[src/rtl/south_bridge_nx_pkg.sv]
// -----------------------------------------------------------------------------
// south_bridge_nx_pkg
// Shared definitions for the south bridge and its interrupt controller:
// bridge FSM state encoding, bridge control-register offsets, default device
// and control window bases, and the width of the CP0 hardware interrupt vector.
// -----------------------------------------------------------------------------
package south_bridge_nx_pkg;

    // Width of the HWInt vector delivered to CP0 (IRQ[7:2]).
    localparam int HWINT_W = 6;

    // Bridge transaction FSM.
    typedef enum logic [1:0] {
        ST_IDLE = 2'd0,
        ST_DEV  = 2'd1,
        ST_RESP = 2'd2
    } state_t;

    // Byte offsets inside the bridge's own two-word register window.
    localparam logic [2:0] OFF_IRQ_MASK = 3'h0;
    localparam logic [2:0] OFF_IRQ_PEND = 3'h4;

    // Default address map: slot 1 at 0x7F10, slot 0 at 0x7F00.
    localparam logic [63:0] DEF_DEV_BASE  = {32'h0000_7F10, 32'h0000_7F00};
    localparam logic [31:0] DEF_CTRL_BASE = 32'h0000_7F80;

    // Every interrupt line is enabled out of reset.
    localparam logic [HWINT_W-1:0] IRQ_MASK_RST = 6'h3F;

endpackage

[src/rtl/south_bridge_nx_irq_ctrl.sv]
// -----------------------------------------------------------------------------
// irq_ctrl_nx
// Conditions device and external interrupt sources into the registered HWInt
// vector. External lines cross into clk through a 2-flop synchroniser; device
// lines are already synchronous. Each line is either level (pending follows the
// source) or rising-edge latched (pending sticks until a W1C clear).
//
// Ports:
//   clk, reset     clock, asynchronous active-low reset
//   dev_irq        NDEV synchronous device interrupt lines
//   ext_irq        NEXT asynchronous external lines (at least one; tie low
//                  if unused)
//   mask_we        write strobe for the mask register
//   pend_w1c       write-one-to-clear strobe for edge-latched pending bits
//   wr_data        data for mask_we / pend_w1c
//   irq_mask       current mask register
//   irq_pend       current pending vector
//   irq            registered pending & mask
// -----------------------------------------------------------------------------
module irq_ctrl_nx
    import south_bridge_nx_pkg::*;
#(
    parameter int                  NDEV      = 2,
    parameter int                  NEXT      = 1,
    parameter logic [HWINT_W-1:0]  EDGE_MODE = 6'b000000
) (
    input  logic               clk,
    input  logic               reset,
    input  logic [NDEV-1:0]    dev_irq,
    input  logic [NEXT-1:0]    ext_irq,
    input  logic               mask_we,
    input  logic               pend_w1c,
    input  logic [HWINT_W-1:0] wr_data,
    output logic [HWINT_W-1:0] irq_mask,
    output logic [HWINT_W-1:0] irq_pend,
    output logic [HWINT_W-1:0] irq
);

    logic [NEXT-1:0]    ext_s1_reg;
    logic [NEXT-1:0]    ext_s2_reg;
    logic [HWINT_W-1:0] src;
    logic [HWINT_W-1:0] src_prev_reg;
    logic [HWINT_W-1:0] edge_pend_reg;
    logic [HWINT_W-1:0] edge_pend_next;
    logic [HWINT_W-1:0] mask_reg;
    logic [HWINT_W-1:0] irq_reg;

    // Source vector: device lines in the LSBs, synchronised external lines
    // directly above them, unused lines tied low.
    genvar gi;
    generate
        for (gi = 0; gi < HWINT_W; gi++) begin : g_src
            if (gi < NDEV) begin : g_dev
                assign src[gi] = dev_irq[gi];
            end else if (gi < NDEV + NEXT) begin : g_ext
                assign src[gi] = ext_s2_reg[gi-NDEV];
            end else begin : g_zero
                assign src[gi] = 1'b0;
            end
        end
    endgenerate

    // Clear is applied first so a rising edge in the same cycle survives.
    always_comb begin
        edge_pend_next = edge_pend_reg;
        if (pend_w1c) begin
            edge_pend_next = edge_pend_next & ~wr_data;
        end
        edge_pend_next = (edge_pend_next | (src & ~src_prev_reg)) & EDGE_MODE;
    end

    assign irq_pend = (edge_pend_reg & EDGE_MODE) | (src & ~EDGE_MODE);

    always_ff @(posedge clk or negedge reset) begin
        if (!reset) begin
            ext_s1_reg    <= '0;
            ext_s2_reg    <= '0;
            src_prev_reg  <= '0;
            edge_pend_reg <= '0;
            mask_reg      <= IRQ_MASK_RST;
            irq_reg       <= '0;
        end else begin
            ext_s1_reg    <= ext_irq;
            ext_s2_reg    <= ext_s1_reg;
            src_prev_reg  <= src;
            edge_pend_reg <= edge_pend_next;
            if (mask_we) begin
                mask_reg <= wr_data;
            end
            irq_reg       <= irq_pend & mask_reg;
        end
    end

    assign irq_mask = mask_reg;
    assign irq      = irq_reg;

endmodule

[src/rtl/south_bridge_nx.sv]
// -----------------------------------------------------------------------------
// south_bridge_nx
// Bridges the CPU device-space port to NDEV memory-mapped device slots. Each
// slot owns a 2^(DEV_AW+2)-byte window; the bridge itself owns a two-word
// control window (IRQ mask, IRQ pending). A device access runs a registered
// req/ack handshake with wait states and a timeout that returns a bus error.
//
// Ports:
//   clk, reset            clock, asynchronous active-low reset
//   cpu_req               request, held until cpu_ready
//   cpu_addr/wdata/we     byte address, write data, byte enables (0 = read)
//   cpu_rdata, cpu_err    response data / bus error, qualified by cpu_ready
//   cpu_ready             one-cycle completion pulse
//   irq                   HWInt[7:2] to CP0
//   dev_req               one-hot request to the selected slot
//   dev_addr/wdata/we     shared word offset, write data, byte enables
//   dev_rdata, dev_ack    packed per-slot read data, per-slot acknowledge
//   dev_irq, ext_irq      device interrupts, asynchronous external interrupts
// -----------------------------------------------------------------------------
module south_bridge_nx
    import south_bridge_nx_pkg::*;
#(
    parameter int                  NDEV      = 2,
    parameter int                  NEXT      = 1,
    parameter logic [NDEV*32-1:0]  DEV_BASE  = DEF_DEV_BASE,
    parameter int                  DEV_AW    = 2,
    parameter logic [31:0]         CTRL_BASE = DEF_CTRL_BASE,
    parameter int                  TIMEOUT   = 15,
    parameter logic [HWINT_W-1:0]  EDGE_MODE = 6'b000000
) (
    input  logic                 clk,
    input  logic                 reset,
    input  logic                 cpu_req,
    input  logic [31:0]          cpu_addr,
    input  logic [31:0]          cpu_wdata,
    input  logic [3:0]           cpu_we,
    output logic [31:0]          cpu_rdata,
    output logic                 cpu_ready,
    output logic                 cpu_err,
    output logic [HWINT_W-1:0]   irq,
    output logic [NDEV-1:0]      dev_req,
    output logic [DEV_AW-1:0]    dev_addr,
    output logic [31:0]          dev_wdata,
    output logic [3:0]           dev_we,
    input  logic [NDEV*32-1:0]   dev_rdata,
    input  logic [NDEV-1:0]      dev_ack,
    input  logic [NDEV-1:0]      dev_irq,
    input  logic [NEXT-1:0]      ext_irq
);

    localparam int TAG_LSB = DEV_AW + 2;
    localparam int IDX_W   = (NDEV > 1) ? $clog2(NDEV) : 1;
    localparam int WCNT_W  = ($clog2(TIMEOUT + 1) > 4) ? $clog2(TIMEOUT + 1) : 4;

    state_t state_reg, state_next;

    logic [IDX_W-1:0]  idx_reg, idx_next;
    logic [WCNT_W-1:0] wcnt_reg, wcnt_next;
    logic [NDEV-1:0]   dev_req_reg, dev_req_next;
    logic [DEV_AW-1:0] dev_addr_reg, dev_addr_next;
    logic [31:0]       dev_wdata_reg, dev_wdata_next;
    logic [3:0]        dev_we_reg, dev_we_next;
    logic [31:0]       rdata_reg, rdata_next;
    logic              err_reg, err_next;

    logic [NDEV-1:0]    slot_hit;
    logic               any_hit;
    logic [IDX_W-1:0]   hit_idx;
    logic               ctrl_hit;
    logic [31:0]        slot_rdata [NDEV];
    logic               mask_we, pend_w1c;
    logic [HWINT_W-1:0] irq_mask, irq_pend;

    // Byte-lane bits of the address never affect decode.
    logic unused_addr_bits;
    assign unused_addr_bits = ^cpu_addr[1:0];

    // Per-slot window compare and read-data unpacking.
    genvar gi;
    generate
        for (gi = 0; gi < NDEV; gi++) begin : g_slot
            assign slot_hit[gi]   = (cpu_addr[31:TAG_LSB] == DEV_BASE[32*gi+31 : 32*gi+TAG_LSB]);
            assign slot_rdata[gi] = dev_rdata[32*gi +: 32];
        end
    endgenerate

    // Priority encode: scanning downward leaves the lowest hitting slot.
    always_comb begin
        hit_idx = '0;
        any_hit = 1'b0;
        for (int i = NDEV - 1; i >= 0; i--) begin
            if (slot_hit[i]) begin
                hit_idx = IDX_W'(i);
                any_hit = 1'b1;
            end
        end
    end

    assign ctrl_hit = (cpu_addr[31:3] == CTRL_BASE[31:3]);

    always_comb begin
        state_next     = state_reg;
        idx_next       = idx_reg;
        wcnt_next      = wcnt_reg;
        dev_req_next   = dev_req_reg;
        dev_addr_next  = dev_addr_reg;
        dev_wdata_next = dev_wdata_reg;
        dev_we_next    = dev_we_reg;
        rdata_next     = rdata_reg;
        err_next       = err_reg;
        mask_we        = 1'b0;
        pend_w1c       = 1'b0;

        case (state_reg)
            ST_IDLE: begin
                if (cpu_req) begin
                    if (any_hit) begin
                        state_next     = ST_DEV;
                        idx_next       = hit_idx;
                        wcnt_next      = '0;
                        dev_req_next   = NDEV'(1) << hit_idx;
                        dev_addr_next  = cpu_addr[TAG_LSB-1:2];
                        dev_wdata_next = cpu_wdata;
                        dev_we_next    = cpu_we;
                    end else begin
                        // Control registers complete in the request cycle;
                        // anything else is an unmapped access.
                        state_next = ST_RESP;
                        err_next   = !ctrl_hit;
                        rdata_next = '0;
                        if (ctrl_hit) begin
                            if ({cpu_addr[2], 2'b00} == OFF_IRQ_PEND) begin
                                rdata_next = {{(32-HWINT_W){1'b0}}, irq_pend};
                                pend_w1c   = cpu_we[0];
                            end else begin
                                rdata_next = {{(32-HWINT_W){1'b0}}, irq_mask};
                                mask_we    = cpu_we[0];
                            end
                        end
                    end
                end
            end

            ST_DEV: begin
                // An ack in the same cycle the counter reaches TIMEOUT wins.
                if (dev_ack[idx_reg]) begin
                    state_next   = ST_RESP;
                    rdata_next   = slot_rdata[idx_reg];
                    err_next     = 1'b0;
                    dev_req_next = '0;
                end else if (wcnt_reg == WCNT_W'(TIMEOUT)) begin
                    state_next   = ST_RESP;
                    rdata_next   = '0;
                    err_next     = 1'b1;
                    dev_req_next = '0;
                end else if (wcnt_reg != {WCNT_W{1'b1}}) begin
                    wcnt_next = wcnt_reg + 1'b1;
                end
            end

            ST_RESP: begin
                state_next = ST_IDLE;
            end

            default: begin
                state_next = ST_IDLE;
            end
        endcase
    end

    always_ff @(posedge clk or negedge reset) begin
        if (!reset) begin
            state_reg     <= ST_IDLE;
            idx_reg       <= '0;
            wcnt_reg      <= '0;
            dev_req_reg   <= '0;
            dev_addr_reg  <= '0;
            dev_wdata_reg <= '0;
            dev_we_reg    <= '0;
            rdata_reg     <= '0;
            err_reg       <= 1'b0;
        end else begin
            state_reg     <= state_next;
            idx_reg       <= idx_next;
            wcnt_reg      <= wcnt_next;
            dev_req_reg   <= dev_req_next;
            dev_addr_reg  <= dev_addr_next;
            dev_wdata_reg <= dev_wdata_next;
            dev_we_reg    <= dev_we_next;
            rdata_reg     <= rdata_next;
            err_reg       <= err_next;
        end
    end

    irq_ctrl_nx #(
        .NDEV      (NDEV),
        .NEXT      (NEXT),
        .EDGE_MODE (EDGE_MODE)
    ) u_irq (
        .clk      (clk),
        .reset    (reset),
        .dev_irq  (dev_irq),
        .ext_irq  (ext_irq),
        .mask_we  (mask_we),
        .pend_w1c (pend_w1c),
        .wr_data  (cpu_wdata[HWINT_W-1:0]),
        .irq_mask (irq_mask),
        .irq_pend (irq_pend),
        .irq      (irq)
    );

    assign cpu_ready = (state_reg == ST_RESP);
    assign cpu_rdata = rdata_reg;
    assign cpu_err   = err_reg;
    assign dev_req   = dev_req_reg;
    assign dev_addr  = dev_addr_reg;
    assign dev_wdata = dev_wdata_reg;
    assign dev_we    = dev_we_reg;

endmodule

[config.mk]
export PLATFORM = sky130hd
export DESIGN_NAME = south_bridge_nx
export DESIGN_NICKNAME = d
export VERILOG_FILES = /design/src/rtl/south_bridge_nx_pkg.sv /design/src/rtl/south_bridge_nx_irq_ctrl.sv /design/src/rtl/south_bridge_nx.sv
export SDC_FILE = /design/constraint.sdc
export NUM_CORES = 1
export LEC_CHECK = 0
export CORE_MARGIN = 1.5
export CORE_UTILIZATION = 25
export CTS_CLUSTER_DIAMETER = 120
export DETAILED_ROUTE_END_ITERATION = 8
export GPL_TIMING_DRIVEN = 0
export PLACE_DENSITY = 0.59
export SETUP_SLACK_MARGIN = 0.1
export SYNTH_ARGS = -nofsm -noshare
export SYNTH_HDL_FRONTEND = slang
export SYNTH_SLANG_ARGS = --single-unit
[constraint.sdc]
create_clock -name clk -period 2.4 [get_ports clk]
set_input_delay 0.6 -clock clk [delete_from_list [all_inputs] [get_ports clk]]
set_output_delay 0.6 -clock clk [all_outputs]
set_load 0.02 [all_outputs]
Yosys cells after proc, flatten, opt, wreduce, memory -nomap -nowiden
Index checks and enable logic that the tools add are counted.

Logic and storage cells: 82. Output and inout bits: 80. Flip-flop bits (word level): 94. Input bits: 140.

Shift operators: 1. Mux-type cells: 41. Equal/unequal tests: 14. Magnitude comparators: 2. Add/sub/neg operators: 1. Bitwise gates (word level): 2. Reduce and logical (&&, ||, !) cells: 8.

Operator list (number): $mux 32 (7); $pmux 32 s2 (1); $eq 28x11->1 const B (2); $eq 29x12->1 const B (1); $mux 4 (5); $mux 2 (8); $mux 1 (14); $mux 6 (2); $ne 2x2->1 const B (6); $pmux 2 s2 (2); $pmux 4 s2 (1); $reduce_and 4->1 (2); $and 3x6->6 (1); $reduce_and 6->1 (1); $add 4x1->4 const B (1); $eq 4x4->1 const B (1); $ne 4x4->1 const B (1); $ne 3x3->1 const B (1); $reduce_and 3->1 (1); $eq 2x1->1 const B (1); $eq 2x2->1 const B (1); $ge 2x2->1 const B (1); $logic_not 2->1 (1); $lt 1x2->1 const B (1); 6 further kinds (6).

Longest topological paths before layout
Gate-level depths: netlist (run 1).

Word-level depth: 7. Mapped depth: 8. Depth with buffers taken out: 6.

Hierarchy
Synthesis (run 1) repeated with hierarchy kept, for this count alone.

Cells, all modules: 340. Area, all modules: 4115.2 um^2.

By module, submodules not included: south_bridge_nx (times used 1, area each 3641.0 um^2, cells an instance 309); irq_ctrl_nx (times used 1, area each 474.2 um^2, cells an instance 31).

Least setup slack after synthesis (run 1)
No wires, ideal clock.

Path kind: input to register. From: in cpu_addr[16]. To: reg dev_addr_reg[1] (netlist: dev_addr[1]). Setup slack: -0.231 ns. Data required time: 2.275 ns. Data arrival time: 2.506 ns. Path buffers: 2. Cell stages on the path: 7. Cells stage by stage: or4b_4 nor4_4 nand2_2 or3_1 buf_6 buf_12 mux2_4.

Word-level cells in the longest chain between the ends: 4. Elaborated cells on any way between the ends: 5. Those cells by class: eq/ne: 2; mux: 2; reduce/logical: 1.

RTL lines: start: declaration (RTL line south_bridge_nx.sv:34) `input logic [31:0] cpu_addr,`; $eq 28x11->1 (RTL line south_bridge_nx.sv:82) `assign slot_hit[gi] = (cpu_addr[31:TAG_LSB] == DEV_BASE[32*gi+31 : 32*gi+TAG_LSB]);`; $mux 1 (RTL line south_bridge_nx.sv:92) `if (slot_hit[i]) begin`; $mux 1 * (RTL line south_bridge_nx.sv:92); $reduce_and 3->1 (no source line) *; end signal: assignment (RTL line south_bridge_nx.sv:187) `dev_addr_reg <= dev_addr_next;`; end: declaration (RTL line south_bridge_nx.sv:60) `logic [DEV_AW-1:0] dev_addr_reg, dev_addr_next;`.

Every way passes the cells marked *; elsewhere a longest branch is shown, timed or not. A chain may end at the register's enable or synchronous reset.

Worst setup path in the final report (run 1)
From: in cpu_addr[18]. To: reg dev_wdata_reg[5] (netlist: dev_wdata[5]).

Word-level cells in the longest chain between the ends: 4. Elaborated cells on any way between the ends: 5. Those cells by class: eq/ne: 2; mux: 2; reduce/logical: 1.

RTL lines: $eq 28x11->1 (RTL line south_bridge_nx.sv:82); $mux 1 (RTL line south_bridge_nx.sv:92); $mux 1 * (RTL line south_bridge_nx.sv:92); $reduce_and 3->1 (no source line) *; end signal: assignment (RTL line south_bridge_nx.sv:188) `dev_wdata_reg <= dev_wdata_next;`; end: declaration (RTL line south_bridge_nx.sv:61) `logic [31:0] dev_wdata_reg, dev_wdata_next;`.

Marked as above.

==> reports/metrics.yaml, run 1 <==
status:
  status: "finished, violations left"
  violations: "setup timing"
synth:
  synth_edf_count: 0
  synth_cells: 297
  synth.avg_cell_area_sq_um: 14.3
  netlist_area_sq_um: 4260
  yosysUniqueCellTypes: 41
  synth-seq-area-share: 0.537
  synthAdderAreaFrac: 0.00294
  yosysWarnings: 0
  synth_largest_area_cell: "dfrtp_1"
  synthMuxAreaShare: 0.261
  async_flop_share: 1.00
  ys_ff_latch: 91
  synthDominantCellAreaShare: 0.500
  synth_area_leaders: "dfrtp_1, mux2_4, mux2i_1"
  synth_top_family_by_area: "multiplexers"
  synth_compound_area_frac: 0.0805
  synth_ff_type: "dfrtp_1"
  synthXorXnorAreaFrac: 0
  yosys.area_share.simple: 0.0650
setup_path:
  crit_fanout: 8
  crit_chain: "clkbuf_2 > or4b_4 > nor4_4 > nand2_2 > or3_4 > buf_12 > buf_16 > mux2_4"
  worstSetupStartpoint: "cpu_addr[18]"
  worstPathRequired_ps: 2630
  max_stage_delay_ps: 540
  crit_buf_inv: 3
  slowest_stage: "or4b_4"
  crit_family: "simple AND/OR/NAND/NOR gates"
  reg2reg_depth: 5
  start_kind: "input pin"
  rrSetupSlack_ps: 270
  critPathArrivalTime_ps: 2690
  worst-path-stages: 8
  end_kind: "register"
  crit_type: "in -> reg"
  rr_startpoint: "idx_reg"
floorplanning:
  dieWidth_um: 133
  initial_core_util: 0.257
  ioPinCount: 220
  die_h_um: 133
  die_area_sq_um: 17800
  rows: 47
  coreArea_sq_um: 16600
timing:
  hold_viol_final: 0
  max_freq_mhz: 406
  finalCriticalPeriod_ps: 2460
  slew_violations: 0
  worst_pin_slew_ps: 748
  setup_ws_ps: -64.9
  fin_skew_ps: 6.97
  grt_setup_unrepaired: "true"
  timing.final.crit_share: 1.03
  tns_ps: -2030
  relSlewSlack: 0.502
  setup_viol: 39
global_routing:
  grt_pass1_wl_um: 20400
  grt_pass1_vias: 3704
  track_usage: 0.148
  grt_start_max_net_pins: 48
  gr-total-overflow: 0
  antenna_found_initial: 0
drt:
  drc_errors: 0
  drt-initial-drc-count: 110
  vias: 3433
  first_pass_iters: 4
  routed_wl_um: 13100
  vias_per_cell: 4.46
  postRouteAntennaNets: 0
  routedWlPerCell_um: 17.0
finish:
  nets: 686
  fill_cells: 1490
  antennaDiodeCount: 0
  postLayoutCoreUtil: 0.454
  post_layout_nonfiller_instances: 770
  drive_gt1_frac: 0.282
  final_area_sq_um: 7530
  syn_to_final_growth_pct: 76.8
clock_network:
  cts_buffer_depth: 2
  numCtsBuffers: 9
  hold_buffers: 0
  numClockSinks: 91
  cts.reportedPaths.clkPinSlew_ps: 70
  htree_num_levels: 3
  cts-root-buf: "clkbuf_16"
  cts_tree: "built"
  clock_latency_ps: 340
power:
  leakagePower_nw: 3.35
  power_density_nw_per_um2: 465
  ir_worst_vdd_v: 0.000350
  switching_share: 0.219
  clkPwrFrac: 0.452
  p_int_mw: 2.73
  p_seq_frac: 0.440
  p_switching_mw: 0.769
  p_comb_frac: 0.108
placement:
  dp_hpwl_um: 9170
  dp_cells: 733
  numPortBuffers: 213
  place_area_sq_um: 6740
  place_congestion: 0.765
flow_run:
  maxCapViolCount: 0
hold_path:
  hold_class: "in -> async"
## cells in the final DEF, fill, tap and decap left out, drive strengths merged, types with 3 or more instances in the layout
cell type / Yosys / final
dfstp: 6 / 6
clkdlybuf4s15: 0 / 4
dfrtp: 85 / 85
or4: 3 / 3
nand3: 5 / 5
nand2b: 4 / 4
buf: 13 / 38
and2: 4 / 4
a21oi: 4 / 4
clkdlybuf4s50: 0 / 191
mux2: 52 / 52
clkbuf: 6 / 27
conb: 1 / 3
inv: 10 / 12
o22ai: 9 / 9
o2bb2ai: 26 / 26
mux2i: 38 / 38
nor2: 3 / 3
nor4: 4 / 4
nand2: 8 / 8
## cells by family after synthesis
logic type / Yosys count
buffers and inverters: 30
adder cells (fa/ha/maj): 1
flip-flops: 91
AND/OR/NAND/NOR: 40
other: 1
multiplexers: 90
AO/OA/AOI/OAI: 44
## area by class of cell
| class | count | area, sq um | share of cell area |
|---|---|---|---|
| Buffer | 19 | 218 | 0.0289 |
| Clock buffer | 10 | 239 | 0.0318 |
| Clock inverter | 6 | 95.1 | 0.0126 |
| Inverter | 10 | 37.5 | 0.00499 |
| Multi-Input combinational cell | 178 | 1960 | 0.261 |
| Sequential cell | 91 | 2290 | 0.304 |
| Tap cell | 220 | 275 | 0.0366 |
| Timing Repair Buffer | 236 | 2410 | 0.320 |
## metrics by stage
stage                     total power, mW  setup slack [ps]  hold slack [ps]
after detailed placement             1.92              -857              342
after global placement               1.91             -2750              337
after floorplan                      1.64              -228              304
final                                3.50             -64.9              263
after global routing                 3.67             -81.0              306
after CTS                            3.54              -101              282
## final timing paths
| check | endpoint |
|---|---|
| setup reg to reg | cpu_rdata[27] |
| hold reg to reg | u_irq.ext_s2_reg |
| max in group asynchronous | u_irq.irq_mask[5] |
| hold / removal | dev_we[2] |
| setup / recovery | dev_wdata[5] |
| min in group clk | u_irq.ext_s2_reg |
## layer usage
| layer | track usage | up-vias | wire [um] |
|---|---|---|---|
| met5 | 0 | - | 0 |
| met2 | 0.252 | 136 | 6550 |
| met1 | 0.184 | 1687 | 5540 |
| met3 | 0.0304 | 17 | 756 |
| met4 | 0.0586 | 0 | 234 |
| li1 | - | 1593 | - |
## Yosys cell counts (all sizes together), types with 5 or more instances
cell type / number
dfstp: 6
o22ai: 9
nand3: 5
inv: 10
mux2i: 38
buf: 13
dfrtp: 85
nand2: 8
mux2: 52
o2bb2ai: 26
clkbuf: 6
## timing repair
| item | in CTS | in global routing |
|---|---|---|
| gates resized for setup | 48 | 61 |
| buffers inserted | 13 | 7 |
| cloned | 4 | 2 |
| pin swaps | 11 | 12 |
| setup endpoints to repair | 87 | 85 |
## power by group through the flow
stage / clock, mW / sequential, mW / combinational, mW
3_3_place_gp: 0 / 1.57 / 0.344
3_5_place_dp: 0 / 1.57 / 0.355
2_1_floorplan: 0 / 1.57 / 0.0694
5_1_grt: 1.72 / 1.54 / 0.408
4_1_cts: 1.65 / 1.54 / 0.352
6_report: 1.58 / 1.54 / 0.379
Note: power is estimated with default switching activity, not from simulation.
==> inputs of run 2 (changes only) <==
--- a/config.mk
+++ b/config.mk
@@ -7,6 +7,7 @@
 export LEC_CHECK = 0
 export CORE_MARGIN = 1.5
 export CORE_UTILIZATION = 25
+export CTS_BUF_LIST = sky130_fd_sc_hd__clkbuf_4 sky130_fd_sc_hd__clkbuf_8
 export CTS_CLUSTER_DIAMETER = 120
 export DETAILED_ROUTE_END_ITERATION = 8
 export GPL_TIMING_DRIVEN = 0
==> run 2 against run 1 <==
Effect of this change: the flow now finishes without violations; register-to-register slack is essentially flat; flip-flop and latch count is the same; fmax grew 2.9%; cell count grew 0.26%; critical path type unchanged; highest routed layer unchanged.
==> reports/metrics.yaml, run 2 (synthesis gave the netlist of run 1 again) <==
finish:
  layout_commonest_cell: "clkdlybuf4s50_1"
  post_layout_nonfiller_instances: 772  # +0.26%
  syn_to_final_growth_pct: 72.3
  nets: 688  # +0.29%
  multiInputGateArea_sq_um: 1900  # -3.2%
  fill_cells: 1503  # +0.87%
  final_cell_mix: "clkdlybuf4s50_1, dfrtp_1, mux2_4"
  area.sequential_sq_um: 2290  # unchanged
  antennaDiodeCount: 0  # unchanged
  final_area_sq_um: 7330  # -2.5%
  drive_gt1_frac: 0.270  # -0.0119
timing:
  relSlewSlack: 0.506  # +0.00403
  timing.final.crit_share: 0.998  # -0.0287
  worst_pin_slew_ps: 741  # -6.04 ps
  grt_setup_unrepaired: "true"
  hold_viol_final: 0  # unchanged
  fin_skew_ps: 11.9  # +4.96 ps
  setup_viol: 0  # -100%
  fin_hold_ws_ps: 232  # -31.8 ps
  setup_ws_ps: 3.88  # +68.8 ps
  max_freq_mhz: 417  # +2.9%
  finalCriticalPeriod_ps: 2400  # -68.8 ps
  slew_violations: 0  # unchanged
hold_path:
  hold_class: "in -> async"
floorplanning:
  dieWidth_um: 133  # unchanged
  ioPinCount: 220  # unchanged
  die_h_um: 133  # unchanged
  coreArea_sq_um: 16600  # unchanged
  rows: 47  # unchanged
  initial_core_util: 0.257  # unchanged
  die_area_sq_um: 17800  # unchanged
status:
  status: "complete, no violations"
clock_network:
  numCtsBuffers: 9  # unchanged
  numClockSinks: 91  # unchanged
  cts.reportedPaths.clkPinSlew_ps: 100  # +30 ps
  htree_num_levels: 3  # unchanged
  hold_buffers: 0  # unchanged
  cts_tree: "built"
  clock_latency_ps: 370  # +30 ps
  cts-root-buf: "clkbuf_8"
  cts_buffer_depth: 2  # unchanged
placement:
  place_congestion: 0.765  # unchanged
  dp_hpwl_um: 9170  # unchanged
  dp_cells: 733  # unchanged
  place_area_sq_um: 6740  # unchanged
  dp_slack_ps: -857  # unchanged
  numPortBuffers: 213  # unchanged
setup_path:
  critPathArrivalTime_ps: 2660  # -30 ps
  start_kind: "input pin"
  crit_fanout: 8  # unchanged
  crit_type: "in -> reg"
  rrSetupSlack_ps: 280  # about the same
  end_kind: "register"
  worstPathRequired_ps: 2670  # +40 ps
drt:
  drt-initial-drc-count: 103  # -6.4%
  vias_per_cell: 4.42  # -0.81%
  postRouteAntennaNets: 0  # unchanged
  routed_wl_um: 12900  # -1.4%
  routedWlPerCell_um: 16.7  # -1.7%
  drc_errors: 0  # unchanged
  vias: 3414  # -0.55%
  first_pass_iters: 4  # unchanged
power:
  leakagePower_nw: 3.27  # -2.3%
  ir_worst_vdd_v: 0.000274  # -22%
  power_density_nw_per_um2: 425  # -8.6%
global_routing:
  grt_start_max_net_pins: 48  # unchanged
  gr-total-overflow: 0  # unchanged
  grt_pass1_wl_um: 20100  # -1.2%
  grt_pass1_vias: 3717  # +0.35%
  antenna_found_initial: 0  # unchanged
  track_usage: 0.146  # -0.00163
flow_run:
  maxCapViolCount: 0  # unchanged
==> run 2: worst max-delay path: stages <==
cell       delay [ps]
clkbuf_2           80
or4b_4            540
nor4_4            340
nand2_2            90
or3_4             390
buf_12            170
clkbuf_16         160
mux2_4            290
==> run 2: routing by layer <==
metal  routed length, um  global-route usage  vias to the layer above
met5                   0                   0                        -
li1                    -                   -                     1589
met4                 238              0.0604                        0
met2                6420               0.251                      129
met3                 732              0.0316                       17
met1                5510               0.178                     1679
==> run 2: repair_timing <==
action                                  4_1_cts  5_1_grt
endpoints found under the setup margin       87       86
hold endpoints to repair                      0        0
gates cloned                                  3        1
pin swaps                                    11       13
buffers inserted                             17        6
gates resized for setup                      47       47
==> run 2: path summary, 6_finish.rpt <==
| path | start | end | cells after the start |
|---|---|---|---|
| min in group clk | u_irq.ext_s1_reg | u_irq.ext_s2_reg | 0 |
| setup / recovery | cpu_addr[18] | dev_wdata[20] | 8 |
| setup reg to reg | idx_reg | cpu_rdata[9] | 5 |
| hold reg to reg | u_irq.ext_s1_reg | u_irq.ext_s2_reg | 0 |
| hold / removal | reset | dev_we[2] | 1 |
| max in group asynchronous | reset | u_irq.irq_mask[5] | 2 |
==> run 2: power by group <==
part	switching [mW]	internal, mW	leakage, nW
sequential	0.00367	1.54	1.21
clock	0.596	0.627	0.117
combinational	0.125	0.232	1.95
==> run 2: final cells by class <==
type	count	area share
sequential	91	0.312
clock buffer	10	0.0188
tap	220	0.0375
timing repair buffer	238	0.327
buffer	19	0.0281
clock inverter	6	0.0130
inverter	10	0.00512
multi-input combinational	178	0.259
==> run 2: per-stage QoR <==
stage,power [mW],utilization,TNS (ps)
floorplan,1.64,-,-11080
global placement,1.91,0.405,-304790
detailed placement,1.92,0.407,-63870
CTS,3.17,0.435,-2390
global route,3.27,0.442,-244
finish,3.12,0.442,0
